[src/rtl/uart_pkg.sv]
// Shared definitions for the UART transmit path: feeder FSM encoding and byte width.
package uart_pkg;

    localparam int BYTE_WIDTH = 8;

    typedef enum logic [1:0] {
        FEED_IDLE     = 2'd0,
        FEED_PRESENT  = 2'd1,
        FEED_WAIT_ACK = 2'd2
    } feed_state_t;

endpackage

[src/rtl/uart_sync_fifo.sv]
// Synchronous first-word-fall-through FIFO; full/empty derive from the occupancy count.
module uart_sync_fifo
    import uart_pkg::*;
#(
    parameter int WIDTH = BYTE_WIDTH,
    parameter int DEPTH = 16
) (
    input  logic                     clk,
    input  logic                     rst,
    input  logic                     push,
    input  logic                     pop,
    input  logic [WIDTH-1:0]         wdata,
    output logic [WIDTH-1:0]         rdata,
    output logic [$clog2(DEPTH):0]   count,
    output logic                     full,
    output logic                     empty
);

    localparam int PW = $clog2(DEPTH);
    localparam int CW = PW + 1;
    localparam logic [CW-1:0] COUNT_ONE  = CW'(1);
    localparam logic [CW-1:0] COUNT_FULL = CW'(DEPTH);
    localparam logic [PW-1:0] PTR_ONE    = PW'(1);

    logic [WIDTH-1:0] mem_r [DEPTH];
    logic [PW-1:0]    wr_ptr_r;
    logic [PW-1:0]    rd_ptr_r;
    logic [CW-1:0]    count_r;
    logic             push_ok_s;
    logic             pop_ok_s;

    // Illegal requests (push when full, pop when empty) are silently dropped.
    assign push_ok_s = push && !full;
    assign pop_ok_s  = pop && !empty;

    assign full  = (count_r == COUNT_FULL);
    assign empty = (count_r == {CW{1'b0}});
    assign count = count_r;
    assign rdata = mem_r[rd_ptr_r];

    // Storage array; contents need no reset because count gates visibility.
    always_ff @(posedge clk) begin
        if (push_ok_s) begin
            mem_r[wr_ptr_r] <= wdata;
        end
    end

    // Pointer and occupancy bookkeeping; pointers wrap modulo DEPTH.
    always_ff @(posedge clk) begin
        if (rst) begin
            wr_ptr_r <= {PW{1'b0}};
            rd_ptr_r <= {PW{1'b0}};
            count_r  <= {CW{1'b0}};
        end else begin
            if (push_ok_s) begin
                wr_ptr_r <= wr_ptr_r + PTR_ONE;
            end
            if (pop_ok_s) begin
                rd_ptr_r <= rd_ptr_r + PTR_ONE;
            end
            case ({push_ok_s, pop_ok_s})
                2'b10:   count_r <= count_r + COUNT_ONE;
                2'b01:   count_r <= count_r - COUNT_ONE;
                default: count_r <= count_r;
            endcase
        end
    end

endmodule

[src/rtl/uart_tx_feeder.sv]
// Buffers producer bytes and hands them one at a time to the UART bit transmitter,
// with an optional watchdog on the end-of-stop-bit acknowledge.
module uart_tx_feeder
    import uart_pkg::*;
#(
    parameter int DEPTH       = 16,
    parameter int ACK_TIMEOUT = 65535
) (
    input  logic                   clk,
    input  logic                   rst,
    input  logic [7:0]             in_data,
    input  logic                   in_valid,
    output logic                   in_ready,
    output logic [7:0]             tx_data,
    output logic                   tx_data_valid,
    input  logic                   tx_data_ready,
    input  logic                   tx_ack,
    output logic [$clog2(DEPTH):0] fifo_count,
    output logic                   busy,
    output logic                   timeout_err
);

    localparam int CW = $clog2(DEPTH) + 1;
    localparam bit WDOG_EN = (ACK_TIMEOUT != 0);
    localparam logic [31:0] TIMEOUT_LAST = WDOG_EN ? 32'(ACK_TIMEOUT - 1) : 32'd0;

    feed_state_t           state_r;
    logic [31:0]           wait_cnt_r;
    logic [BYTE_WIDTH-1:0] head_s;
    logic [CW-1:0]         count_s;
    logic                  full_s;
    logic                  empty_s;
    logic                  push_s;
    logic                  pop_s;
    logic                  expired_s;

    assign push_s    = in_valid && !full_s;
    assign pop_s     = (state_r == FEED_IDLE) && !empty_s;
    assign expired_s = WDOG_EN && (wait_cnt_r == TIMEOUT_LAST);

    assign in_ready   = !full_s;
    assign fifo_count = count_s;
    assign busy       = (state_r != FEED_IDLE) || !empty_s;

    uart_sync_fifo #(
        .WIDTH (BYTE_WIDTH),
        .DEPTH (DEPTH)
    ) u_fifo (
        .clk   (clk),
        .rst   (rst),
        .push  (push_s),
        .pop   (pop_s),
        .wdata (in_data),
        .rdata (head_s),
        .count (count_s),
        .full  (full_s),
        .empty (empty_s)
    );

    // Handshake FSM with registered transmitter outputs and ack watchdog.
    always_ff @(posedge clk) begin
        if (rst) begin
            state_r       <= FEED_IDLE;
            tx_data       <= 8'h00;
            tx_data_valid <= 1'b0;
            timeout_err   <= 1'b0;
            wait_cnt_r    <= 32'd0;
        end else begin
            timeout_err <= 1'b0;
            case (state_r)
                FEED_IDLE: begin
                    if (!empty_s) begin
                        tx_data       <= head_s;
                        tx_data_valid <= 1'b1;
                        state_r       <= FEED_PRESENT;
                    end
                end
                FEED_PRESENT: begin
                    if (tx_data_ready) begin
                        tx_data_valid <= 1'b0;
                        wait_cnt_r    <= 32'd0;
                        state_r       <= FEED_WAIT_ACK;
                    end
                end
                FEED_WAIT_ACK: begin
                    // A timed-out byte counts as sent; it is never retried.
                    if (tx_ack) begin
                        state_r <= FEED_IDLE;
                    end else if (expired_s) begin
                        timeout_err <= 1'b1;
                        state_r     <= FEED_IDLE;
                    end else if (wait_cnt_r != 32'hFFFF_FFFF) begin
                        wait_cnt_r <= wait_cnt_r + 32'd1;
                    end
                end
                default: begin
                    tx_data_valid <= 1'b0;
                    state_r       <= FEED_IDLE;
                end
            endcase
        end
    end

endmodule

[config.mk]
export PLATFORM = sky130hd
export DESIGN_NAME = uart_tx_feeder
export DESIGN_NICKNAME = d
export VERILOG_FILES = /design/src/rtl/uart_pkg.sv /design/src/rtl/uart_sync_fifo.sv /design/src/rtl/uart_tx_feeder.sv
export SDC_FILE = /design/constraint.sdc
export NUM_CORES = 1
export LEC_CHECK = 0
export ABC_AREA = 1
export CAP_MARGIN = 20
export CORE_MARGIN = 3
export CORE_UTILIZATION = 54
export CTS_CLUSTER_DIAMETER = 200
export DETAILED_ROUTE_END_ITERATION = 6
export HOLD_SLACK_MARGIN = 0.03
export PLACE_DENSITY = 0.74
export RECOVER_POWER = 100
export SLEW_MARGIN = 5
export SYNTH_ARGS = -nofsm -noshare
export SYNTH_HDL_FRONTEND = slang
export SYNTH_HIERARCHICAL = 1
export SYNTH_SLANG_ARGS = --single-unit
[constraint.sdc]
create_clock -name clk -period 2.2 [get_ports clk]
set_input_delay 0.44 -clock clk [delete_from_list [all_inputs] [get_ports clk]]
set_output_delay 0.44 -clock clk [all_outputs]
set_load 0.01 [all_outputs]
# After elaboration in Yosys (flattened, before gate mapping)

Memory sizes are Yosys's and may differ from the RTL's. A register that Yosys moved wholly into a read port is not among the register bits.
Cells that the tools add are included.

Bits in registers: 49
Latch bits: 0
Memory bits (writable): 128
ROM bits: 0
Input bits: 13
Output and inout bits: 17
Word-level logic and storage cells: 62
Memories: 1

$add $sub $neg: 5
$mul: 0
Div/mod/pow operators: 0
Magnitude comparators: 0
Eq/ne operators: 13
Shift-type cells: 0
Multiplexer cells: 17
Bitwise gates (word level): 2
Reduce and logical (&&, ||, !) cells: 17

Memory list:

| memory       | depth | width | rd ports | clocked after Yosys merged registers in | wr ports | line                 | RTL |
|---|---|---|---|---|---|---|---|
| u_fifo.mem_r | 16    | 8     | 1        | 1                                       | 1        | uart_sync_fifo.sv:25 | `logic [WIDTH-1:0] mem_r [DEPTH];` |

Operators with widths:

| operator                                               | count |
|---|---|
| two-way mux 32 bit                                     | 4 |
| one-hot mux 32 bit (2 select lines)                    | 1 |
| adder 32 x 1 -> 32 bit (second input constant)         | 1 |
| equality test 32 x 16 -> 1 bit (second input constant) | 1 |
| != test 32 bit (second input constant)                 | 1 |
| != test 2 bit (second input constant)                  | 5 |
| one-hot mux 5 bit (2 select lines)                     | 1 |
| adder 4 x 1 -> 4 bit (second input constant)           | 2 |
| two-way mux 2 bit                                      | 4 |
| one-hot mux 2 bit (3 select lines)                     | 1 |
| AND reduction 3 bit                                    | 2 |
| nonzero test 2 bit                                     | 3 |
| adder 5 x 1 -> 5 bit (second input constant)           | 1 |
| equality test 5 bit (second input constant)            | 1 |
| zero test 5 bit                                        | 1 |
| two-way mux 1 bit                                      | 5 |
| AND reduction 5 bit                                    | 1 |
| subtractor 5 x 1 -> 5 bit (second input constant)      | 1 |
| equality test 2 x 1 -> 1 bit (second input constant)   | 2 |
| equality test 2 bit (second input constant)            | 2 |
| logical AND 1 bit                                      | 4 |
| != test 3 bit (second input constant)                  | 1 |
| one-hot mux 1 bit (3 select lines)                     | 1 |
| OR reduction 3 bit                                     | 1 |
| 5 further kinds                                        | 7 |

# Longest topological paths before layout

Gate-level depths: netlist (run 1).

Word-level depth: 6
Mapped depth: 17
Mapped depth without buffers: 17

# Modules after synthesis

The synthesis (run 1) kept the hierarchy.

By module, submodules not included:

| module         | times used | cells each | area an instance (um2) |
|---|---|---|---|
| uart_sync_fifo | 1          | 478        | 6,147.1 |
| uart_tx_feeder | 1          | 497        | 2,891.5 |

# Least setup slack after synthesis (run 1)

Ideal clock, no wire load.

Path kind: reg-to-reg
Start point: register u_fifo.count_r[2], in the netlist u_fifo/count[2]
End point: register u_fifo.count_r[4], in the netlist u_fifo/count[4]
Arrival time: 2,321 ps
Slack: -230 ps
Stages on the path, launching flop included: 17
Clock period less this slack: 2,430 ps
Cells stage by stage: dfxtp_1 -> nor2_2 -> nand3_2 -> inv_1 -> nor2_1 -> nand2_4 -> inv_6 -> ha_1 -> xor2_1 -> ha_1 -> inv_1 -> nand2_2 -> nand2_2 -> nand3_1 -> nand3_1 -> nand2_1 -> inv_1

Cells in the longest elaborated chain, start to end: 6
Elaborated cells between the ends (all ways): 14
Those cells by class: 2 x add/sub; 3 x eq/ne; 1 x mux; 8 x reduce/logical

Ends and longest elaborated chain:

| what                                                                            | line                 | RTL |
|---|---|---|
| start, declared                                                                 | uart_sync_fifo.sv:28 | `logic [CW-1:0] count_r;` |
| start signal, assigned                                                          | uart_sync_fifo.sv:53 | `count_r <= {CW{1'b0}};` |
| start signal, assigned                                                          | uart_sync_fifo.sv:62 | `2'b10: count_r <= count_r + COUNT_ONE;` |
| start signal, assigned                                                          | uart_sync_fifo.sv:63 | `2'b01: count_r <= count_r - COUNT_ONE;` |
| zero test 5 bit (*)                                                             | uart_sync_fifo.sv:37 | `assign empty = (count_r == {CW{1'b0}});` |
| via empty_s                                                                     | uart_tx_feeder.sv:32 | `logic empty_s;` |
| zero test 1 bit (*)                                                             | uart_tx_feeder.sv:38 | `assign pop_s = (state_r == FEED_IDLE) && !empty_s;` |
| logical AND 1 bit (*)                                                           | uart_tx_feeder.sv:38 |  |
| via pop_s                                                                       | uart_tx_feeder.sv:34 | `logic pop_s;` |
| logical AND 1 bit (*)                                                           | uart_sync_fifo.sv:34 | `assign pop_ok_s = pop && !empty;` |
| via u_fifo.pop_ok_s                                                             | uart_sync_fifo.sv:30 | `logic pop_ok_s;` |
| equality test 2 x 1 -> 1 bit / equality test 2 bit (equally long branches)      | uart_sync_fifo.sv:61 | `case ({push_ok_s, pop_ok_s})` |
| one-hot mux 5 bit (2 select lines) / nonzero test 2 bit (equally long branches) | -                    |  |

Mark *: on every way through the listed nets, which the timed path passes. The rest lies on a longest branch.
A chain may end at the register's enable or synchronous reset.

# Worst setup path in the final report (run 1)

Start point: register u_fifo.count_r[0], in the netlist u_fifo/count[0]
End point: output in_ready

Cells in the longest elaborated chain, start to end: 2

Ends and longest elaborated chain:

| what                | line                 | RTL |
|---|---|---|
| equality test 5 bit | uart_sync_fifo.sv:36 | `assign full = (count_r == COUNT_FULL);` |
| via full_s          | uart_tx_feeder.sv:31 | `logic full_s;` |
| zero test 1 bit     | uart_tx_feeder.sv:41 | `assign in_ready = !full_s;` |
| end, declared       | uart_tx_feeder.sv:13 | `output logic in_ready,` |

The timed path passes the listed nets, and every way through them passes these cells.

==> results of run 1 <==
## cells by family after synthesis
group / synth area share
compound gates: 0.1037
mux: 0.03544
buf+inv: 0.06921
fa+ha+maj: 0.01384
xor+xnor: 0.01246
simple gates: 0.2050
flops: 0.5604
## power by group
group,switching (mW),total (mW),internal [mW]
clock,1.44,2.95,1.51
combinational,2.31,3.71,1.39
sequential,0.314,4.44,4.13
total,4.07,11.1,7.03
## per-stage QoR
stage	hold slack, ns	setup WS [ns]
finish	0.4802	0.1381
global route	0.5175	0.01367
CTS	0.4920	0.07456
detailed placement	0.4965	-0.2015
global placement	0.4734	-0.1827
floorplan	0.4830	0.02020
## state kept, by name, indices dropped and copies added (netlist names), named ones only
register         cells
u_fifo/mem_r       128
wait_cnt_r          32
tx_data              8
u_fifo/count         5
u_fifo/rd_ptr_r      4
u_fifo/wr_ptr_r      4
state_r              2
timeout_err          1
tx_data_valid        1
## metal layers
layer  up-vias  part of all wire
met1      3209              0.46
met4         0             0.018
met5         -                 0
li1       3379                 -
met2       219              0.47
met3        38             0.054
## repair_timing
item / CTS / global route
pin swaps: 0 / 1
resized for setup: 3 / 2
setup endpoints to repair: 2 / 2
hold buffers: 0 / 0
buffers inserted: 0 / 1
## final cells by class
type / instances / area [um^2] / share of cell area
clock buffers: 18 / 429.2 / 0.04183
inverters: 108 / 410.4 / 0.04000
multi-input cells: 636 / 3336 / 0.3252
flip-flops and latches: 189 / 5072 / 0.4944
repair buffers: 73 / 599.3 / 0.05842
clock inverters: 14 / 141.4 / 0.01378
well taps: 216 / 270.3 / 0.02634
## final timing paths
path                         from            end  cells after the start
setup / recovery  u_fifo/count[0]       in_ready                      5
hold / removal      tx_data_valid  tx_data_valid                      2
setup reg to reg             flop     tx_data[2]                      8
hold reg to reg     tx_data_valid  tx_data_valid                      2
## layout by cell type (no fill, tap or decap), types with 5 or more instances in the layout
master	count
clkbuf_2	15
clkdlybuf4s50_1	5
edfxtp_1	128
inv_8	6
o21ai_0	55
clkinv_1	9
dlygate4sd3_1	23
ha_1	9
a21oi_1	59
clkbuf_16	17
mux2i_1	32
o211ai_1	32
nand2_2	5
nor3b_1	8
nand2_1	180
nand3_1	75
dfxtp_1	57
nor3_1	5
inv_1	95
buf_4	23
nor2_1	129
xor2_1	8
## worst reg2reg max path, delay by kind of cell, from the launching register on
kind                   cells  cell delay (ns)
buffers and inverters      1             0.36
AO/OA/AOI/OAI              3             0.39
AND/OR/NAND/NOR            4             0.55
flip-flops                 1             0.62
==> impl_metrics.yaml, run 1 <==
status:
  outcome: "finished clean"
global_routing:
  use_met1: 0.3202
  grt_max_degree: 51
  groute.usage.overall: 0.2263
  grt-busiest-layer: "met2"
  antenna_found_initial: 0
  met3_usage: 0.04235
  overflow: 0
  grt_use_met2: 0.3570
  grt_pass1_wl_um: 32490
  grt_pass1_vias: 6321
drt:
  ant_nets: 0
  remaining_drc_errors: 0
  vias: 6845
  drt_iter0_markers: 686
  first_pass_iters: 6
  vias_per_cell: 5.459
  wl_per_cell_um: 16.02
  routed_wl_um: 20090
sta:
  fmax_mhz: 485.0
  max_slew.worst_pin.slew_ns: 0.9083
  rsz0062_at_grt: "false"
  fin_tns_setup_ns: 0
  slew_viol_final: 0
  hold_viol: 0
  fin_crit_sh: 0.9372
  skew_ns: 0.01072
  max_slew_margin: 0.3945
  finalSetupViolCount: 0
  period_minus_slack_ns: 2.062
critical_path:
  critPathCaptureType: "output port"
  crit_top_cell: "inv_1"
  path_delay_family: "buffers and inverters"
  cp_max_fo: 2
  worst-path-buf-inv: 3
  slowest_stage: "clkdlybuf4s50_1"
  crit_arrival_ns: 1.62
  cp-start-kind: "flop"
  critPathMaxStageDelay_ns: 0.46
  worstPathRequired_ns: 1.76
  cp_cell_sequence: "nor2_2 > nand3_2 > inv_1 > inv_1 > clkdlybuf4s50_1"
  critPathKind: "reg2out"
  rrSetupSlack_ns: 0.18
synthesis:
  synthTopCellsByCount: "178 x nand2_1, 130 x nor2_1, 128 x edfxtp_1, 96 x inv_1, 75 x nand3_1"
  synth_top_flop_cell: "edfxtp_1"
  syn_inst: 975
  synth-async-reset-ratio: 0
  yosys_warnings: 6
  synth_edf_count: 128
  syn-num-nets: 998
  synthMostInstantiatedCell: "nand2_1"
  ys_seq_elements: 189
  synth.distinct_cells: 38
  synth_top_area_share: 0.4252
  synthTopCellsByArea: "edfxtp_1 43%, dfxtp_1 14%, nand2_1 7.4%, nor2_1 5.4%, nand3_1 4.2%"
  netlist_area_um2: 9039
  syn_area_per_cell_um2: 9.270
  synth_seq_area_share: 0.5604
  yosys.area.top_type: "edfxtp_1"
clock_network:
  cts_sinks: 189
  clock_latency_ns: 0.43
  h-tree-depth: 4
  clk_pin_slew_ns: 0.08
  cts_buffers: 17
  root_buffer: "clkbuf_16"
  cts_tree: "built"
  cts_max_path_buffers: 2
floorplanning:
  die_area_um2: 18330
  start_util: 0.5609
  design.portCount: 30
  die_w_um: 135.4
  die_y_um: 135.4
  row_count: 46
  core_um2: 16120
layout:
  syn_to_final_growth_pct: 13.50
  fin_cells: 1254
  drive_gt1_frac: 0.1079
  fillers: 1326
  final_nets: 1048
  final_cell_area_um2: 10260
  diodes: 0
  fin_util: 0.6366
power:
  ir_drop_mv: 1.090
  p_leak_nw: 3.744
  p_per_area_nw_per_um2: 1082
  total_power_mw: 11.10
hold_path:
  worstHoldPathType: "reg2reg"
placement:
  dp_hpwl_um: 13630
  numPortBuffers: 29
  place.gp.congestion: 0.9184
  dpl_cell_area_um2: 9758
  dpl.cell_count: 1221
flow_run:
  drv_cap: 0
(Power assumes the default switching activity.)
==> run 2, diff against run 1 <==
--- a/config.mk
+++ b/config.mk
@@ -5,14 +5,12 @@
 export SDC_FILE = /design/constraint.sdc
 export NUM_CORES = 1
 export LEC_CHECK = 0
-export ABC_AREA = 1
 export CAP_MARGIN = 20
-export CORE_MARGIN = 3
 export CORE_UTILIZATION = 54
 export CTS_CLUSTER_DIAMETER = 200
 export DETAILED_ROUTE_END_ITERATION = 6
 export HOLD_SLACK_MARGIN = 0.03
-export PLACE_DENSITY = 0.74
+export PLACE_DENSITY = 0.75
 export RECOVER_POWER = 100
 export SLEW_MARGIN = 5
 export SYNTH_ARGS = -nofsm -noshare
==> impl_metrics.yaml, run 2 <==
drt:
  vias_per_cell: 6.247
  ant_nets: 0
  first_pass_iters: 7
  routed_wl_um: 18220
  remaining_drc_errors: 1
  wl_per_cell_um: 20.47
  vias: 5560
  drt_iter0_markers: 343
critical_path:
  ff2ff_path_depth: 12
  crit_start: "u_fifo/count[1]"
  worstPathRequired_ns: 2.51
  path_delay_family: "simple AND/OR/NAND/NOR gates"
  crit_arrival_ns: 2.84
  r2r-end: "u_fifo/count[4]"
  worst-path-buf-inv: 2
  cp_cell_sequence: "or4_4 > nor2_4 > or3_4 > clkinv_8 > o21ai_4 > inv_2 > ha_4 > xor2_1 > ha_2 > o31ai_4 > o22ai_1 > nand4bb_1"
  critPathKind: "reg2reg"
  cp_max_fo: 4
  rrSetupSlack_ns: -0.33
  critPathMaxStageDelay_ns: 0.57
  cp-start-kind: "flop"
  r2r_start: "u_fifo/count[1]"
  critPathCaptureType: "flop"
  slowest_stage: "or4_4"
sta:
  rsz0062_at_grt: "true"
  skew_ns: 0.01584
  final.setup.worst_slack_ns: -0.3296
  max_slew_margin: 0.4460
  hold_viol: 0
  period_minus_slack_ns: 2.530
  fmax_mhz: 395.3
  max_slew.worst_pin.slew_ns: 0.8279
  finalSetupViolCount: 37
  hold_ws_ns: 0.4626
  fin_crit_sh: 1.150
  slew_viol_final: 0
synthesis:
  syn_inst: 624
  synth_edf_count: 128
  ys_seq_elements: 189
  synth_top_flop_cell: "edfxtp_1"
  yosys_warnings: 6
  syn_area_per_cell_um2: 13.18
  synth.distinct_cells: 72
  synth_seq_area_share: 0.6159
  synthTopCellsByCount: "128 x edfxtp_1, 61 x dfxtp_1, 57 x nor2_1, 55 x nand2_1, 32 x mux4_2"
  yosys.area.top_type: "edfxtp_1"
  synth-async-reset-ratio: 0
  netlist_area_um2: 8224
  synthTopCellsByArea: "edfxtp_1 47%, dfxtp_1 15%, mux4_2 8.8%, nor2_1 2.6%, nand2_1 2.5%"
  synthMostInstantiatedCell: "edfxtp_1"
  synth_top_area_share: 0.4674
  syn-num-nets: 647
power:
  p_per_area_nw_per_um2: 968.9
  ir_drop_mv: 0.7386
  p_leak_nw: 3.340
clock_network:
  cts_max_path_buffers: 2
  h-tree-depth: 4
  cts_tree: "built"
  cts_sinks: 189
  cts_hold_buf: 0
  clock_latency_ns: 0.44
  clk_pin_slew_ns: 0.07
  root_buffer: "clkbuf_16"
  cts_buffers: 17
hold_path:
  worstHoldPathType: "reg2reg"
  hp-start: "tx_data[3]"
  hold_depth: 2
  hold_path_end: "tx_data[3]"
status:
  failed_checks: "DRC, setup timing"
  outcome: "finished, violations left"
placement:
  dpl.cell_count: 853
  place.gp.congestion: 0.8813
  numPortBuffers: 29
  dp_hpwl_um: 12110
  place_ws_ns: -0.4981
layout:
  fillers: 1003
  fin_cells: 890
  layout.cells.most_common: "edfxtp_1"
  fin_util: 0.6662
  largest_reg_flops: 128
  final_nets: 716
  top_register: "u_fifo/mem_r"
  final_cell_mix: "128 x edfxtp_1, 57 x dfxtp_1, 54 x nand2_1"
  drive_gt1_frac: 0.2408
  syn_to_final_growth_pct: 19.06
  reg.largest.list: "u_fifo/mem_r (128), wait_cnt_r (32), tx_data (8)"
  diodes: 0
global_routing:
  overflow: 0
  grt_pass1_vias: 5647
  grt_max_degree: 33
  groute.usage.overall: 0.2490
  antenna_found_initial: 0
  grt_pass1_wl_um: 29620
floorplanning:
  start_util: 0.5595
  row_count: 44
  core_um2: 14700
  die_w_um: 125.4
  design.portCount: 30
  die_y_um: 125.4
  die_area_um2: 15730
flow_run:
  drv_cap: 0
[run 2: cell types whose count changed after synthesis, moves of 30 or more]
cell,change
nand2_1,-123
a21oi_1,-31
o211ai_1,-30
nor2_1,-73
nand3_1,-59
inv_1,-87
o21ai_0,-32
mux4_2,+32
[run 2: cell families after synthesis]
| family | after synthesis | share of synthesized area |
|---|---|---|
| XOR/XNOR | 7 | 0.007455 |
| flip-flops | 189 | 0.6159 |
| buffers and inverters | 45 | 0.02769 |
| adder cells (fa/ha/maj) | 10 | 0.01521 |
| AO/OA/AOI/OAI | 121 | 0.1053 |
| multiplexers | 37 | 0.09402 |
| AND/OR/NAND/NOR | 215 | 0.1345 |
[run 2: how the worst max path moves through the flow]
stage | slack (ns) | depth (start not counted) | to
2_1_floorplan | -0.68 | 16 | u_fifo/count[4]
3_3_place_gp | -0.42 | 13 | u_fifo/count[4]
3_5_place_dp | -0.50 | 13 | u_fifo/count[4]
4_1_cts | -0.34 | 13 | u_fifo/count[4]
5_1_grt | -0.42 | 12 | u_fifo/count[4]
6_report | -0.33 | 12 | u_fifo/count[4]
[run 2: stage by stage]
| stage | power (mW) | cell area (um^2) | TNS, ns |
|---|---|---|---|
| after floorplan | 5.536 | 8323 | -2.363 |
| after global placement | 6.257 | 9050 | -29.36 |
| after detailed placement | 6.331 | 9050 | -39.30 |
| after CTS | 9.566 | 9743 | -1.121 |
| after global routing | 9.872 | 9792 | -10.66 |
| final | 9.487 | 9792 | -6.446 |
[run 2: power by group]
group	internal [mW]	switching (mW)	leakage, nW
logic	1.01	1.13	1.39
clock network	1.74	1.43	0.300
registers	4.04	0.138	1.65
[run 2: cell type report]
cell class                      count  area [um^2]  area share
Clock buffer                       18        429.2     0.04383
Inverter                           11        56.30    0.005750
Tap cell                          184        230.2     0.02351
Timing Repair Buffer               84        738.2     0.07539
Sequential cell                   189         5072      0.5180
Clock inverter                     14        191.4     0.01955
Multi-Input combinational cell    390         3074      0.3140
[run 2: metal layers]
metal | wire length, um | share of wire | vias to the layer above | global-route usage
met5 | 0 | 0 | - | 0
met2 | 9218 | 0.51 | 207 | 0.4200
met1 | 7514 | 0.41 | 2775 | 0.3225
li1 | - | - | 2543 | -
met3 | 1117 | 0.061 | 35 | 0.04792
met4 | 367 | 0.020 | 0 | 0.09039
[run 2: worst min-delay path: stages (launching register included)]
cell and delay, ns:
dfxtp_1 0.31, nand2_1 0.05, a21oi_1 0.05
[run 2: timing repair]
item / in CTS / in global routing
setup endpoints to repair: 24 / 104
pin swaps: 13 / 4
setup buffers: 4 / 1
resized for setup: 17 / 17
==> run 3, diff against run 2 <==
--- a/config.mk
+++ b/config.mk
@@ -6,6 +6,7 @@
 export NUM_CORES = 1
 export LEC_CHECK = 0
 export CAP_MARGIN = 20
+export CORE_ASPECT_RATIO = 1.4
 export CORE_UTILIZATION = 54
 export CTS_CLUSTER_DIAMETER = 200
 export DETAILED_ROUTE_END_ITERATION = 6
==> impl_metrics.yaml, run 3 (same netlist as run 2, synthesis figures left out) <==
clock_network:
  cts_sinks: 189
  h-tree-depth: 4
  cts_tree: "built"
  cts_buffers: 17
  clk_pin_slew_ns: 0.08
  cts_max_path_buffers: 2
  root_buffer: "clkbuf_16"
  clock_latency_ns: 0.44
drt:
  vias_per_cell: 6.144
  wl_per_cell_um: 20.07
  vias: 5616
  ant_nets: 0
  first_pass_iters: 5
  remaining_drc_errors: 0
  drt_iter0_markers: 461
  routed_wl_um: 18350
sta:
  hold_ws_ns: 0.4643
  finalSetupViolCount: 13
  final.setup.worst_slack_ns: -0.3856
  fin_tns_setup_ns: -1.226
  fin_crit_sh: 1.175
  period_minus_slack_ns: 2.586
  max_slew_margin: 0.4423
  skew_ns: 0.009083
  rsz0062_at_grt: "true"
  hold_viol: 0
  max_slew.worst_pin.slew_ns: 0.8335
  fmax_mhz: 386.8
  slew_viol_final: 0
floorplanning:
  start_util: 0.5512
  die_w_um: 106.3
  die_area_um2: 15730
  design.portCount: 30
  die_y_um: 148.0
  row_count: 53
  core_um2: 14920
layout:
  drive_gt1_frac: 0.2632
  final_cell_mix: "128 x edfxtp_1, 57 x dfxtp_1, 55 x nand2_1"
  fin_cells: 914
  diodes: 0
  final_cell_area_um2: 9927
  layout.cells.most_common: "edfxtp_1"
  largest_reg_flops: 128
  reg.largest.list: "u_fifo/mem_r (128), wait_cnt_r (32), tx_data (8)"
  syn_to_final_growth_pct: 20.71
  final_nets: 732
  top_register: "u_fifo/mem_r"
hold_path:
  worstHoldPathType: "reg2reg"
  hold_path_end: "tx_data[4]"
  hold_depth: 2
  hp-start: "tx_data[4]"
global_routing:
  grt_max_degree: 28
  groute.usage.overall: 0.2418
  grt_pass1_wl_um: 28810
  grt_pass1_vias: 5693
  overflow: 0
  antenna_found_initial: 0
status:
  failed_checks: "setup timing"
  outcome: "finished, violations left"
flow_run:
  drv_cap: 0
power:
  p_per_area_nw_per_um2: 942.1
  ir_drop_mv: 0.7302
  p_leak_nw: 3.402
critical_path:
  ff2ff_path_depth: 13
  cp_max_fo: 4
  worstPathRequired_ns: 2.51
  crit_top_cell: "ha_4"
  critPathMaxStageDelay_ns: 0.58
  crit_arrival_ns: 2.89
  r2r-end: "u_fifo/count[4]"
  critPathKind: "reg2reg"
  cp_cell_sequence: "or4_4 > nor2_4 > or3_4 > clkinv_8 > o21ai_4 > inv_2 > ha_4 > xor2_2 > ha_4 > nand2_1 > o21ai_2 > nor3_2 > nand4bb_1"
  r2r_start: "u_fifo/count[1]"
  slowest_stage: "or4_4"
  rrSetupSlack_ns: -0.39
  cp-start-kind: "flop"
  critPathCaptureType: "flop"
placement:
  numPortBuffers: 29
  dpl.cell_count: 873
  place_ws_ns: -0.5201
  place.gp.congestion: 0.8499
  dpl_cell_area_um2: 9150
  dp_hpwl_um: 12410
[run 3: cell count changes in the layout (fill, tap and decap cells not counted), moves of 3 or more]
| cell | before | now |
|---|---|---|
| clkinv_4 | 3 | 0 |
| clkbuf_1 | 1 | 5 |
| clkbuf_4 | 1 | 4 |
| clkbuf_2 | 0 | 3 |
| clkinv_8 | 3 | 6 |
| inv_6 | 1 | 5 |
| nor3_2 | 2 | 5 |
[run 3: cell type report]
cell class / count / area (um^2)
sequential: 189 / 5072
fill: 1057 / 4994
multi-input combinational: 390 / 3127
tap: 192 / 240.2
timing repair buffer: 100 / 840.8
inverter: 11 / 53.80
clock buffer: 17 / 425.4
clock inverter: 15 / 167.7
[run 3: how the worst max path moves through the flow]
stage	start	cells after the start	to	slack (ns)
after floorplan	u_fifo/count[0]	16	u_fifo/count[4]	-0.68
after global placement	u_fifo/count[0]	13	u_fifo/count[4]	-0.40
after detailed placement	u_fifo/count[0]	13	u_fifo/count[4]	-0.52
after CTS	u_fifo/count[1]	13	u_fifo/count[4]	-0.33
after global routing	u_fifo/count[1]	13	u_fifo/count[4]	-0.42
final	u_fifo/count[1]	13	u_fifo/count[4]	-0.39
[run 3: through the flow]
stage / utilization / total power [mW]
after detailed placement: 0.6132 / 6.326
after global placement: 0.6132 / 6.269
after CTS: 0.6617 / 9.436
after floorplan: - / 5.536
final: 0.6653 / 9.352
after global routing: 0.6653 / 9.740
[run 3: power by group]
part	switching, mW	total (mW)	internal, mW
logic	1.11	2.17	1.06
clock network	1.48	3.01	1.53
registers	0.138	4.17	4.03
total	2.74	9.35	6.62
[run 3: worst max-delay path, delay by kind of cell, from the launching register on]
kind | cells | cell delay (ns)
compound gates | 2 | 0.28
xor+xnor | 1 | 0.19
fa+ha+maj | 2 | 0.36
buf+inv | 2 | 0.11
flops | 1 | 0.32
simple gates | 6 | 1.19
[run 3: repair_timing]
action                                  4_1_cts  5_1_grt
pin swaps                                    14        8
setup buffers                                 6        4
endpoints found under the hold margin         0        0
gates resized for setup                      21       27
gates cloned                                  0        0
endpoints found under the setup margin       43       93
hold buffers                                  0        0
[run 3: metal layers]
metal / part of all wire / wire (um) / vias up / global-route usage
li1: - / - / 2571 / -
met3: 0.045 / 824 / 28 / 0.05159
met1: 0.40 / 7269 / 2825 / 0.2845
met4: 0.016 / 290 / 0 / 0.07153
met2: 0.54 / 9961 / 192 / 0.4396
met5: 0 / 0 / - / 0
